==> src/rtl/lane_unpacker.sv <==
// lane_unpacker
//   Two-slot lane buffer that turns whole input words into a sliding window of
//   lanes. Downstream sees up to NUM_DATA pending lanes, oldest at lane 0, and
//   takes any number of them per cycle via consume_i.
//
// Ports
//   clk_i           sole clock, rising edge
//   rst_i           synchronous active-high reset
//   input_vector_i  packed input word, lane 0 oldest
//   in_valid_i      input word present
//   in_ready_o      block can accept a word this cycle
//   output_vector_o pending lanes rotated so the oldest is at lane 0, zero-filled
//   out_count_o     number of valid lanes on output_vector_o (0..NUM_DATA)
//   consume_i       lanes taken by downstream this cycle (clamped to out_count_o)
//
// Handshake: a word transfers on a rising edge where in_valid_i && in_ready_o.
// in_ready_o depends only on registered state (S1 empty), never on in_valid_i
// or consume_i. Output side is credit-like: out_count_o lanes are offered and
// consume_i of them (clamped) are taken on the edge.
module lane_unpacker #(
  parameter int NUM_DATA   = 4,
  parameter int DATA_WIDTH = 4
) (
  input  logic                                 clk_i,
  input  logic                                 rst_i,
  input  logic [NUM_DATA-1:0][DATA_WIDTH-1:0]  input_vector_i,
  input  logic                                 in_valid_i,
  output logic                                 in_ready_o,
  output logic [NUM_DATA-1:0][DATA_WIDTH-1:0]  output_vector_o,
  output logic [$clog2(NUM_DATA):0]            out_count_o,
  input  logic [$clog2(NUM_DATA):0]            consume_i
);

  localparam int PW = $clog2(NUM_DATA);  // rd_ptr width
  localparam int CW = PW + 1;            // count width
  localparam int AW = CW + 1;            // avail width, holds up to 2*NUM_DATA

  logic [NUM_DATA-1:0][DATA_WIDTH-1:0] s0_data, s1_data;
  logic [NUM_DATA-1:0][DATA_WIDTH-1:0] s0_data_nxt, s1_data_nxt;
  logic                                s0_valid, s1_valid;
  logic                                s0_valid_nxt, s1_valid_nxt;
  logic [PW-1:0]                       rd_ptr, rd_ptr_nxt;

  logic [2*NUM_DATA-1:0][DATA_WIDTH-1:0] lanes_all;
  logic [AW-1:0]                         avail;
  logic [CW-1:0]                         eff;
  logic [CW-1:0]                         sum;
  logic                                  accept;
  logic                                  retire;

  // ---------------------------------------------------------------------------
  // Outputs: functions of registered state only
  // ---------------------------------------------------------------------------
  assign in_ready_o = !s1_valid;
  assign lanes_all  = {s1_data, s0_data};

  always_comb begin
    avail = '0;
    if (s0_valid) avail = AW'(NUM_DATA) - AW'(rd_ptr);
    if (s1_valid) avail = avail + AW'(NUM_DATA);
  end

  assign out_count_o = (avail > AW'(NUM_DATA)) ? CW'(NUM_DATA) : avail[CW-1:0];

  // rd_ptr + k never exceeds 2*NUM_DATA-2, so a CW-bit index covers {S1,S0}.
  always_comb begin
    output_vector_o = '0;
    for (int k = 0; k < NUM_DATA; k++) begin
      if (CW'(k) < out_count_o)
        output_vector_o[k] = lanes_all[CW'(rd_ptr) + CW'(k)];
    end
  end

  // ---------------------------------------------------------------------------
  // Next-state: retire decision first, then place the accepted word in the
  // first slot that is free afterwards.
  // ---------------------------------------------------------------------------
  assign accept = in_valid_i && !s1_valid;
  assign eff    = (consume_i > out_count_o) ? out_count_o : consume_i;
  assign sum    = CW'(rd_ptr) + eff;
  assign retire = (sum >= CW'(NUM_DATA));

  always_comb begin
    s0_data_nxt  = s0_data;
    s1_data_nxt  = s1_data;
    s0_valid_nxt = s0_valid;
    s1_valid_nxt = s1_valid;
    rd_ptr_nxt   = sum[PW-1:0];

    if (retire) begin
      s0_data_nxt  = s1_data;
      s0_valid_nxt = s1_valid;
      s1_valid_nxt = 1'b0;
      rd_ptr_nxt   = PW'(sum - CW'(NUM_DATA));
      // Retiring the last slot leaves the buffer empty; restart at lane 0.
      if (!s1_valid) rd_ptr_nxt = '0;
    end

    if (accept) begin
      if (!s0_valid_nxt) begin
        // Covers both an idle buffer and retire+accept with S1 empty, so the
        // new word shows up without a zero-count bubble.
        s0_data_nxt  = input_vector_i;
        s0_valid_nxt = 1'b1;
        rd_ptr_nxt   = '0;
      end else begin
        s1_data_nxt  = input_vector_i;
        s1_valid_nxt = 1'b1;
      end
    end
  end

  // Control state with reset.
  always_ff @(posedge clk_i) begin
    if (rst_i) begin
      s0_valid <= 1'b0;
      s1_valid <= 1'b0;
      rd_ptr   <= '0;
    end else begin
      s0_valid <= s0_valid_nxt;
      s1_valid <= s1_valid_nxt;
      rd_ptr   <= rd_ptr_nxt;
    end
  end

  // Slot payloads are qualified by the valid flags, so they carry no reset.
  always_ff @(posedge clk_i) begin
    s0_data <= s0_data_nxt;
    s1_data <= s1_data_nxt;
  end

endmodule

==> config.mk <==
export PLATFORM = sky130hd
export DESIGN_NAME = lane_unpacker
export DESIGN_NICKNAME = d
export VERILOG_FILES = /design/src/rtl/lane_unpacker.sv
export SDC_FILE = /design/constraint.sdc
export NUM_CORES = 1
export LEC_CHECK = 0
export ABC_AREA = 1
export BUFFER_PORTS_ARGS = -buffer_cell sky130_fd_sc_hd__buf_2
export CORE_ASPECT_RATIO = 1.1
export CORE_MARGIN = 10
export CORE_UTILIZATION = 35
export CTS_CLUSTER_DIAMETER = 30
export DETAILED_ROUTE_END_ITERATION = 8
export PLACE_DENSITY = 0.54
export SETUP_SLACK_MARGIN = 0.02
export SLEW_MARGIN = 10
export SYNTH_ARGS = -nofsm -noshare
export SYNTH_HDL_FRONTEND = slang
export SYNTH_SLANG_ARGS = --single-unit
export TNS_END_PERCENT = 5
==> constraint.sdc <==
create_clock -name clk_i -period 10.2 [get_ports clk_i]
set_input_delay 0 -clock clk_i [delete_from_list [all_inputs] [get_ports clk_i]]
set_output_delay 0 -clock clk_i [all_outputs]
set_load 0.05 [all_outputs]
## Word-level counts from Yosys, hierarchy flattened

Index checks and enable logic that the tools add are counted.

| operators by class | value |
|---|---|
| $add $sub $neg | 7 |
| multipliers | 0 |
| divide/modulo/power cells | 0 |
| order comparisons | 11 |
| equality and inequality tests | 0 |
| shift-type cells | 0 |
| mux-type cells | 28 |
| bitwise gates (word level) | 0 |
| reduce and logical (&&, ||, !) cells | 3 |

Operator list:

| kind | number |
|---|---|
| 16-bit two-way mux | 3 |
| 4-bit two-way mux | 10 |
| 4-bit binary-select mux with 3-bit select | 3 |
| 3-bit by 4-bit < comparator with 1-bit output (second input constant) | 3 |
| 4-bit binary-select mux with 2-bit select | 1 |
| 2-bit two-way mux | 4 |
| 2-bit by 2-bit adder with 3-bit output (second input constant) | 2 |
| 1-bit by 3-bit < comparator with 1-bit output (first input constant) | 2 |
| 2-bit by 3-bit < comparator with 1-bit output (first input constant) | 2 |
| 3-bit two-way mux | 2 |
| 1-bit two-way mux | 5 |
| 4-bit by 3-bit adder with 4-bit output (second input constant) | 1 |
| 4-bit by 3-bit greater-than comparator with 1-bit output (second input constant) | 1 |
| 2-bit by 4-bit < comparator with 1-bit output (second input constant) | 1 |
| 3-bit by 2-bit subtractor with 4-bit output (first input constant) | 1 |
| 2-bit by 1-bit adder with 3-bit output (second input constant) | 1 |
| 2-bit by 3-bit adder with 3-bit output | 1 |
| 3-bit >= comparator (second input constant) | 1 |
| 3-bit greater-than comparator | 1 |
| 2-bit AND reduction | 1 |
| 2-bit by 1-bit subtractor with 2-bit output (second input constant) | 1 |
| 1-bit logical AND | 1 |
| 1-bit zero test | 1 |

| word-level totals | value |
|---|---|
| flip-flop bits (word level) | 36 |
| latch bits | 0 |
| RAM bits | 0 |
| memory bits (read-only) | 0 |
| input port bits | 22 |
| output and inout port bits | 20 |
| word-level logic and storage cells | 60 |
| memories kept | 0 |

## Longest topological paths before layout

| logic depth | value |
|---|---|
| depth in word-level cells | 14 |
| gate-level depth with buffers | 26 |

## Worst setup path before layout

No wires, ideal clock.

| path | value |
|---|---|
| kind | register -> register |
| from | register rd_ptr[1] |
| to | register s1_data, in the netlist lanes_all[16], enable pin |
| setup time | 0.364 ns |
| data arrival time | 4.385 ns |
| required time | 9.836 ns |
| path slack | 5.451 ns |
| stages on the path, launching flop included | 17 |
| buffers on the path | 2 |
| period minus slack after synthesis | 4.749 ns |
| cell sequence | dfxtp_1 > clkbuf_1 > clkinv_1 > ha_1 > nand2_1 > ha_1 > nor3_1 > nor2_1 > o21ai_0 > o21ai_0 > fa_1 > inv_1 > nand3_2 > nand2_4 > buf_6 > nand3_1 > inv_1 |

| on the way | value |
|---|---|
| cells in the longest elaborated chain, start to end | 12 |

RTL lines:

| element | line | RTL |
|---|---|---|
| from (decl) | 42 | `logic [PW-1:0] rd_ptr, rd_ptr_nxt;` |
| from (signal assigned) | 122 | `rd_ptr <= rd_ptr_nxt;` |
| 3-bit by 2-bit subtractor with 4-bit output * | 59 | `if (s0_valid) avail = AW'(NUM_DATA) - AW'(rd_ptr);` |
| 4-bit two-way mux * | 59 |  |
| 4-bit by 3-bit adder with 4-bit output | 60 | `if (s1_valid) avail = avail + AW'(NUM_DATA);` |
| 4-bit two-way mux * | 60 |  |
| 4-bit by 3-bit greater-than comparator with 1-bit output * | 63 | `assign out_count_o = (avail > AW'(NUM_DATA)) ? CW'(NUM_DATA) : avail[CW-1:0];` |
| 3-bit two-way mux * | 63 |  |
| named net out_count_o[0] | 30 | `output logic [$clog2(NUM_DATA):0] out_count_o,` |
| 3-bit greater-than comparator | 79 | `assign eff = (consume_i > out_count_o) ? out_count_o : consume_i;` |
| 3-bit two-way mux * | 79 |  |
| 2-bit by 3-bit adder with 3-bit output * | 80 | `assign sum = CW'(rd_ptr) + eff;` |
| 3-bit >= comparator * | 81 | `assign retire = (sum >= CW'(NUM_DATA));` |
| 1-bit two-way mux * | 90 | `if (retire) begin` |
| 2-bit AND reduction (no source line) * | n/a |  |
| to (signal assigned) | 129 | `s1_data <= s1_data_nxt;` |
| to (decl) | 38 | `logic [NUM_DATA-1:0][DATA_WIDTH-1:0] s0_data, s1_data;` |

Mark *: on every way through the listed nets, which the timed path passes. The rest lies on a longest branch.
A chain may end at the register's enable or synchronous reset.

## Worst setup path in the final report

| path | value |
|---|---|
| from | register rd_ptr[1] |
| to | register s1_data, in the netlist lanes_all[29], enable pin |

| on the way | value |
|---|---|
| cells in the longest elaborated chain, start to end | 12 |

RTL lines:

| element | line |
|---|---|
| 3-bit by 2-bit subtractor with 4-bit output | 59 |
| 4-bit two-way mux | 59 |
| 4-bit by 3-bit adder with 4-bit output | 60 |
| 4-bit two-way mux | 60 |
| 4-bit by 3-bit greater-than comparator with 1-bit output | 63 |
| 3-bit two-way mux | 63 |
| 3-bit greater-than comparator | 79 |
| 3-bit two-way mux | 79 |
| 2-bit by 3-bit adder with 3-bit output * | 80 |
| 3-bit >= comparator * | 81 |
| 1-bit two-way mux * | 90 |
| 2-bit AND reduction (no source line) * | n/a |

Mark *: on every way between the ends. The rest lies on a longest branch, timed or not.

==> results.md <==
- H-tree levels: 2
- Clk_skew: 5.47 ps
- Worst-Skew Late Latency: 280 ps
- Non-filler cells, final: 463
- Crit path max-delay family: adder cells
- Net count after synthesis: 359
- Share of cells above drive strength 1: 15.7%
- Mux contribution to synthesized area: 5.04%
- Deepest clock path buffer count: 2
- CTS tree: yes
- Hold Crit Depth: 5
- Startpoint Class: register
- CTS Buf Count: 5
- Post-route setup TNS: 0 ps
- Synth Area in XOR/XNOR: 0%
- Worst reg2reg setup slack: 5450 ps
- Yosys warning count: 0
- Total Wirelength: 6630 um
- DRT iter0 DRCs: 155
- Worst-path clk slew: 70 ps
- Worst Path Buf+Inv: 3
- Die height: 107 um
- CP Max Fanout: 19
- Pins Over Slew Limit: 0
- Drt via density: 4.80
- Seq cells post-synth: 36
- I/O pins: 42
- Total gr overflow: 0
- Die width: 98.6 um
- Slew @ Worst Pin: 663 ps
- # nets final: 411
- Finished Cell Area: 2870 um^2
- Required time worst endpoint: 10120 ps
- RePlAce Congestion: 0.886
- Data arrival, critical path: 4670 ps
- Placed instance area: 2610 um^2
- Dpl cells: 438
- Post-synthesis sequential area ratio: 37.0%
- Ys flop type: dfxtp_1
- Post-synthesis compound-gate area fraction: 12.6%
- Port Buffers: 41
- Clock sinks: 36
- Ant. Diodes: 0
- Cell mode on critical path: ha_1
- Synthesized instance count: 328
- First-pass GRT wire length: 11100 um
- Root Driver: clkbuf_8
- Crit-path cells: clkinv_1 > ha_1 > nand3_1 > ha_1 > a21oi_1 > nand2_4 > nand2_1 > o21ai_0 > ha_1 > fa_1 > inv_1 > nand3_2 > nand2_4 > nand3_1 > inv_1
- Max Clk Rate: 210 MHz
- DP HPWL: 4960 um
- Most frequent cells in the layout: 112 x nand2_1, 41 x buf_2, 27 x o21ai_0
- Number of synthesized flops with an enable pin: 16
- Initial Util: 36.1%
- Static leakage: 1.38 nW
- CP Capture Type: register
- Avg Inst Size Synth: 7.26 um^2
- Synth Area in Adders: 5.04%
- VDD IR max: 0.0000803 V
- Via count: 2222
- Status: finished, final reports clean
- Overall Power: 0.589 mW
- Worst reg2reg path depth: 15
- Area Overhead vs Synth: 20.5%
- Main combinational cell family by area after synthesis: simple AND/OR/NAND/NOR gates
- Most common cell after layout, fill and taps aside: nand2_1
- Vias in the first global route: 2212
- Final ANT Viol Nets: 0
- Post-DR wirelength/cell: 14.3 um
- Fin crit share: 46.6%
- Power Density: 205 nW/um^2
- Rows: 31
- Max Cap Viol: 0
- Max incr delay on CP: 710 ps
- DRC errors left: 0
- Slowest-stage cell, CP: ha_1
- WP depth: 15
- Initial antenna violation count: 0
- Post-Synth Simple-Gate Area: 32.4%
- Final Hold Vio Count: 0
- Core Footprint: 6590 um^2
- Largest net degree at the start of global routing: 39
- CP Class: reg2reg
- RSZ-0062 raised after global routing: no
- Total track usage: 12.5%
- Endpoints failing setup: 0
- Ys async rst share: 0%
- Max-slew headroom: 55.5%
- DRT Pass-1 Iters: 4
- Yosys cell types: 27
- Netlist Area Pre-Place: 2380 um^2
- HP Class: in2reg
- Die Area: 10500 um^2
- Final min period: 4750 ps
-- final timing paths --
check / from / end
worst min-delay path: in_valid_i / s0_valid
worst min register to register: s1_valid / s1_valid
worst max register to register: rd_ptr[1] / lanes_all[29]
worst max-delay path: rd_ptr[1] / lanes_all[29]
-- synth_stat cells, types with 2 or more instances --
cell type	number	area, um^2
nand2_1	112	420
o21ai_0	27	135
nand3_1	26	130
nor2_1	26	97.6
inv_1	24	90.1
dfxtp_1	20	400
edfxtp_1	16	480
a21oi_1	12	60.1
mux2i_1	12	120
ha_1	8	100
a221oi_1	7	61.3
clkbuf_1	7	26.3
o22ai_1	7	43.8
nand2_4	4	45.0
nand3_2	3	30.0
buf_2	2	10.0
buf_4	2	15.0
clkinv_1	2	7.51
nand2_2	2	12.5
nor3_1	2	10.0
-- cell families after synthesis --
group / after synthesis
AND/OR/NAND/NOR: 177
AO/OA/AOI/OAI: 53
buffers and inverters: 41
flip-flops: 36
multiplexers: 12
adder cells (fa/ha/maj): 9
-- worst register-to-register path, delay by kind of cell (launching register included) --
family | cells | cell delay, ps
buffers and inverters | 3 | 990
AOI/OAI and AO/OA | 2 | 400
DFF | 1 | 620
and+or+nand+nor | 6 | 820
adders and majority gates | 4 | 1570
-- routing by layer --
metal / global-route usage, % / up-vias / part of all wire, %
met5: 0 / - / 0
met4: 3.69 / 0 / 1.0
met3: 2.27 / 5 / 3.9
met2: 20.0 / 42 / 46
met1: 16.6 / 985 / 49
li1: - / 1190 / -
-- report_power, final --
group | internal, mW | switching, mW
Clock | 0.0551 | 0.0481
Sequential | 0.179 | 0.0209
Combinational | 0.0842 | 0.201
Total | 0.319 | 0.270
-- area by class of cell --
| type | count | area, um^2 |
|---|---|---|
| well taps | 82 | 103 |
| inverters | 27 | 101 |
| repair buffers | 59 | 383 |
| flip-flops and latches | 36 | 881 |
| multi-input cells | 251 | 1310 |
| fillers | 692 | 3720 |
| clock buffers | 8 | 90.1 |
-- state kept, by name, summed over array words and instances, names as in the netlist --
register and cells:
lanes_all 32, rd_ptr 2, s0_valid 1, s1_valid 1
-- repair_timing --
item | in CTS | in global routing
hold buffers | 17 | 0
gates resized for setup | 0 | 0
buffers inserted | 0 | 0
endpoints found under the hold margin | 35 | 0
-- metrics by stage --
stage               setup WS, ps  util (%)  hold WS [ps]
finish                      5450      43.5          34.5
global route                4910      43.5          79.6
CTS                         5450      43.5          28.2
detailed placement          5470      39.6           185
global placement            5580      39.6           188
floorplan                   5450         -          69.1
No activity file was read; power rests on OpenSTA's default activity.
